`src/rtl/ascon_tag_extract.sv`:
```
// Ascon finalization tag extraction: forms T = {x3,x4} ^ K, then streams it as two
// 64-bit words (generate) or checks it against a received tag (verify).
module ascon_tag_extract #(
    parameter bit HI_FIRST = 1'b1
) (
    input  logic         clk,
    input  logic         rst_n,
    input  logic         start,
    input  logic         mode,
    input  logic [63:0]  state_x3,
    input  logic [63:0]  state_x4,
    input  logic [127:0] key,
    input  logic [127:0] expected_tag,
    output logic [63:0]  tag_data,
    output logic         tag_valid,
    output logic         tag_last,
    input  logic         tag_ready,
    output logic         busy,
    output logic         done,
    output logic         auth_ok,
    output logic         auth_fail
);

    typedef enum logic [2:0] {
        IDLE  = 3'd0,
        SEND0 = 3'd1,
        SEND1 = 3'd2,
        CMP   = 3'd3,
        DONE  = 3'd4
    } state_t;

    state_t       state_reg, state_next;
    logic [127:0] tag_reg, tag_next;
    logic [127:0] exp_reg, exp_next;
    logic         auth_ok_reg, auth_ok_next;
    logic         auth_fail_reg, auth_fail_next;
    logic [127:0] fresh_tag;
    logic [63:0]  tag_word [2];

    assign fresh_tag = {state_x3 ^ key[127:64], state_x4 ^ key[63:0]};

    // tag_word[0] is the first word on the stream, tag_word[1] the last
    generate
        for (genvar gi = 0; gi < 2; gi++) begin : g_word
            localparam int SRC = HI_FIRST ? (1 - gi) : gi;
            assign tag_word[gi] = tag_reg[SRC*64 +: 64];
        end
    endgenerate

    always_ff @(posedge clk or negedge rst_n) begin
        if (!rst_n) begin
            state_reg     <= IDLE;
            tag_reg       <= '0;
            exp_reg       <= '0;
            auth_ok_reg   <= 1'b0;
            auth_fail_reg <= 1'b0;
        end else begin
            state_reg     <= state_next;
            tag_reg       <= tag_next;
            exp_reg       <= exp_next;
            auth_ok_reg   <= auth_ok_next;
            auth_fail_reg <= auth_fail_next;
        end
    end

    always_comb begin
        state_next = state_reg;
        case (state_reg)
            IDLE:    if (start) state_next = mode ? CMP : SEND0;
            SEND0:   if (tag_ready) state_next = SEND1;
            SEND1:   if (tag_ready) state_next = DONE;
            CMP:     state_next = DONE;
            DONE:    state_next = IDLE;
            default: state_next = IDLE;
        endcase
    end

    // Secrets live only from the accepted start until DONE, where they are wiped
    always_comb begin
        tag_next       = tag_reg;
        exp_next       = exp_reg;
        auth_ok_next   = auth_ok_reg;
        auth_fail_next = auth_fail_reg;
        case (state_reg)
            IDLE: begin
                if (start) begin
                    tag_next       = fresh_tag;
                    exp_next       = mode ? expected_tag : '0;
                    auth_ok_next   = 1'b0;
                    auth_fail_next = 1'b0;
                end
            end
            CMP: begin
                auth_ok_next   = (tag_reg == exp_reg);
                auth_fail_next = (tag_reg != exp_reg);
            end
            DONE: begin
                tag_next = '0;
                exp_next = '0;
            end
            default: ;
        endcase
    end

    always_comb begin
        tag_data  = '0;
        tag_valid = 1'b0;
        tag_last  = 1'b0;
        done      = 1'b0;
        busy      = (state_reg != IDLE);
        case (state_reg)
            SEND0: begin
                tag_valid = 1'b1;
                tag_data  = tag_word[0];
            end
            SEND1: begin
                tag_valid = 1'b1;
                tag_last  = 1'b1;
                tag_data  = tag_word[1];
            end
            DONE:    done = 1'b1;
            default: ;
        endcase
    end

    assign auth_ok   = auth_ok_reg;
    assign auth_fail = auth_fail_reg;

endmodule

```
`config.mk`:
```
export PLATFORM = sky130hd
export DESIGN_NAME = ascon_tag_extract
export DESIGN_NICKNAME = d
export VERILOG_FILES = /design/src/rtl/ascon_tag_extract.sv
export SDC_FILE = /design/constraint.sdc
export NUM_CORES = 1
export LEC_CHECK = 0
export ABC_AREA = 1
export CAP_MARGIN = 20
export CORE_AREA = 2 2 176 178
export CTS_CLUSTER_DIAMETER = 150
export DETAILED_ROUTE_END_ITERATION = 12
export DIE_AREA = 0 0 178 180
export PLACE_DENSITY = 0.9
export SLEW_MARGIN = 20
export SYNTH_ARGS = -nofsm -noshare
export SYNTH_HDL_FRONTEND = slang
export SYNTH_SLANG_ARGS = --single-unit
```
`constraint.sdc`:
```
create_clock -name clk -period 2.33 [get_ports clk]
set_input_delay 0.233 -clock clk [delete_from_list [all_inputs] [get_ports clk]]
set_output_delay 0.233 -clock clk [all_outputs]
set_load 0.02 [all_outputs]
```
==> tab_implementation.tex, run 1 <==
\begin{tabular}{lr}
\hline
Metric & Value \\
\hline
\multicolumn{2}{l}{\textbf{GRT}} \\
\quad Global-route met1 utilization & about a third \\
\quad Number of antenna violations at the first check in global routing & 0 \\
\quad Largest net degree at the start of global routing & roughly 110 \\
\quad Routing layer with the top usage in global route & met2 \\
\quad Vias in the first global route & around 13,000 \\
\quad GRT Overall Usage & about 28\% \\
\quad Global-route wire length before repair & 68.6 mm \\
\quad Met3 usage & 5.16\% \\
\quad Grt met2 use & between 40\% and 50\% \\
\quad Total congestion overflow & 0 \\
\multicolumn{2}{l}{\textbf{Clock network}} \\
\quad Clock sink total & roughly 260 \\
\quad Buffers from clock root to sink, at most & 3 \\
\quad TritonCTS clock tree & yes \\
\quad H-tree depth & 1 \\
\quad Number of CTS-inserted buffers & 28 \\
\quad Clock root buffer master & clkbuf\_16 \\
\quad Clock edge transition at the registers on the reported setup and hold paths & 60 ps \\
\quad Clock latency on the worst-skew pair & approximately 530 ps \\
\multicolumn{2}{l}{\textbf{Critical path}} \\
\quad Critical path class & flip-flop to primary output \\
\quad Worst EP arrival & about 2000 ps \\
\quad Kind of end point of the critical path & primary output \\
\quad Sort of element at the start of the critical path & flip-flop \\
\quad Maximum fanout encountered on the critical timing path & 29 \\
\quad WP data required & between 2000 and 2500 ps \\
\quad FF-to-FF path depth & 8 \\
\multicolumn{2}{l}{\textbf{Route}} \\
\quad Count of TritonRoute iterations in the first routing pass & 5 \\
\quad DRT Wirelength & between 40 and 50 mm \\
\quad Total number of vias & roughly 12,000 \\
\quad Remaining number of nets flagged by the antenna check after routing & 0 \\
\quad Total DRC errors in the routed layout & 0 \\
\quad WL per Instance & 19.1 um \\
\quad DRC marker count from the first detailed-route iteration & 795 \\
\quad Average via count per standard cell & $\sim$5.2 \\
\multicolumn{2}{l}{\textbf{Hold path}} \\
\quad Min-Delay Path Depth & 3 \\
\quad Tightest Hold Check Type & input pin to flip-flop \\
\multicolumn{2}{l}{\textbf{Die}} \\
\quad Core box area & 30,200 um2 \\
\quad Overall die area & around 32,000 um2 \\
\quad Cell Rows & 64 \\
\quad Count of pins on the block boundary & $\sim$460 \\
\quad Vertical die dimension & between 150 and 200 um \\
\quad Initial standard-cell utilization of the core & between 40\% and 50\% \\
\quad Width of the chip & between 150 and 200 um \\
\multicolumn{2}{l}{\textbf{Synthesis}} \\
\quad Summed instance area of the synthesized netlist & around 13,000 um2 \\
\quad Synthesis-stage register bit count & roughly 260 \\
\quad Mean instance size in the synthesized netlist & slightly above 9 um2 \\
\quad Post-Syn Nets & 1,856 \\
\quad Number of distinct library cell variants in the gate-level netlist after synthesis & 27 \\
\quad Gate count after technology mapping & around 1,500 \\
\quad YS warnings & 0 \\
\quad Share of synthesized area occupied by flip-flops and latches & about half \\
\multicolumn{2}{l}{\textbf{Finish}} \\
\quad Most common cell after layout, fill and taps aside & clkdlybuf4s50\_1 \\
\quad Area growth syn-to-layout & 43.2\% \\
\quad Post-layout nets & about 2,300 \\
\quad Layout cells sized above 1 & about a tenth \\
\quad Diodes inserted & 0 \\
\quad Commonest non-fill, non-tap cells in the layout & clkdlybuf4s50\_1, nand2\_1, dfrtp\_1, inv\_1, xnor2\_1 \\
\quad Non-filler cells, final & approximately 2,300 \\
\multicolumn{2}{l}{\textbf{STA}} \\
\quad Unrepaired setup endpoints after global routing & no \\
\quad Setup Total Neg Slack & 0 ps \\
\quad Least setup slack across all paths after layout & 72.6 ps \\
\quad Fmax & 0.443 GHz \\
\quad Post-layout minimum cycle time & 2260 ps \\
\quad Final Hold Viols & 0 \\
\quad Max Clock Skew & 8.67 ps \\
\quad Worst slew margin relative to its limit & 55.8\% \\
\quad Period Utilization, post-route & about 97\% \\
\quad Final Max Slew Viols & 0 \\
\quad Slew at the pin closest to its max-slew limit & between 600 and 700 ps \\
\quad Setup Viol. Count Final & 0 \\
\multicolumn{2}{l}{\textbf{Power}} \\
\quad Gate power share & a little under half \\
\quad Power Density & 1230 nW/um2 \\
\quad Leak pwr & 8.60 nW \\
\quad Net switching power of the design & $\sim$9.7 mW \\
\quad Design internal power & between 10 and 15 mW \\
\quad Fraction of power spent switching nets & between 40\% and 50\% \\
\quad Sequential share of power & about a third \\
\quad Clock group share of total power & roughly 20\% \\
\quad Worst VDD drop & approximately 0.00078 V \\
\multicolumn{2}{l}{\textbf{Place}} \\
\quad Final weighted congestion in routability-driven placement & $\sim$0.89 \\
\quad Placed insts & 2,276 \\
\quad Total of buffers placed on input and output ports & 458 \\
\quad Post-detailed-placement half-perimeter wirelength & between 30 and 40 mm \\
\quad Setup WS pre-CTS & around 140 ps \\
\multicolumn{2}{l}{\textbf{Job}} \\
\quad Count of maximum capacitance violations & 0 \\
\multicolumn{2}{l}{\textbf{Outcome}} \\
\quad Run status & completed \\
\hline
\end{tabular}
-- cell usage after synthesis --
master | number | area [um2]
a21oi_1 | 2 | 10.0
a22o_1 | 3 | 26.3
a22oi_1 | 1 | 7.51
a32o_1 | 14 | 140
buf_1 | 1 | 3.75
buf_2 | 40 | 200
buf_4 | 8 | 60.1
buf_6 | 2 | 22.5
clkbuf_1 | 20 | 75.1
dfrtp_1 | 261 | 6530
inv_1 | 246 | 923
inv_2 | 5 | 18.8
nand2_1 | 262 | 983
nand2_4 | 1 | 11.3
nand3_1 | 5 | 25.0
nand3_2 | 1 | 10.0
nor2_1 | 43 | 161
nor2_4 | 1 | 11.3
nor2_8 | 2 | 40.0
nor3_1 | 2 | 10.0
nor3_4 | 1 | 16.3
o21ai_0 | 113 | 566
o21ai_1 | 1 | 5.00
o22ai_1 | 132 | 826
o22ai_2 | 40 | 500
o31ai_1 | 18 | 135
xnor2_1 | 242 | 2120
-- final timing paths --
kind / start / end / slack, ps
setup / recovery: state_reg[2]$_DFFE_PN0P_ / tag_data[53] / 70
hold / removal: expected_tag[22] / exp_reg[22]$_DFFE_PN0P_ / 250
setup reg to reg: state_reg[1]$_DFFE_PN0P_ / tag_reg[108]$_DFFE_PN0P_ / 400
hold reg to reg: exp_reg[52]$_DFFE_PN0P_ / exp_reg[52]$_DFFE_PN0P_ / 500
max in group asynchronous: rst_n / tag_reg[127]$_DFFE_PN0P_ / 1280
min in group asynchronous: rst_n / tag_reg[109]$_DFFE_PN0P_ / 310
-- through the flow --
stage	total power, mW	hold WS (ps)	util [%]	area [um2]
after floorplan	15.1	-62.6	-	13400
after global routing	25.2	258	63.8	19200
after global placement	18.9	286	61.4	18500
final	23.7	252	63.8	19200
after detailed placement	19.4	289	61.4	18500
after CTS	23.9	228	64.4	19500
-- per-layer routing --
| metal | wire length (um) | share of wire [%] |
|---|---|---|
| met3 | 3230 | 7.3 |
| met5 | 0 | 0 |
| met1 | 17100 | 38 |
| met4 | 2150 | 4.8 |
| met2 | 22000 | 49 |
-- timing repair --
item	4_1_cts	5_1_grt
hold buffers	1	0
hold endpoints to repair	72	0
buffers inserted	0	1
setup endpoints to repair	67	62
resized for setup	94	110
-- power by group through the flow --
stage                     clock, mW  sequential [mW]  combinational [mW]
after global placement            0             8.00                10.9
final                          4.65             8.09                11.0
after detailed placement          0             8.13                11.3
after floorplan                   0             7.71                7.39
after CTS                      4.72             8.08                11.1
after global routing           4.92             8.29                12.0
-- cell type report --
type	instances	area, um2
Fill cell	2324	10900
Sequential cell	261	6540
Multi-Input combinational cell	884	5620
Timing Repair Buffer	486	4690
Inverter	251	950
Clock buffer	38	800
Tap cell	396	495
Clock inverter	11	158
-- cells by family after synthesis --
family          count (synthesis)  share of synthesized area [%]
compound gates                324                           16.5
xor+xnor                      242                           15.8
buf+inv                       322                           9.70
flops                         261                           48.6
simple gates                  318                           9.44
-- critical path, stage by stage, from the launching register on --
cell and delay (ps):
dfrtp_2 460, nor3_4 240, inv_2 90, buf_12 170, o22ai_1 200, clkdlybuf4s15_2 290
Note: power is estimated with default switching activity, not from simulation.
==> run 2: changes to the inputs <==
CAP_MARGIN = default   (was 20)
==> results of run 2 <==
Final layout, timing and power as in run 1 (identical DEF).
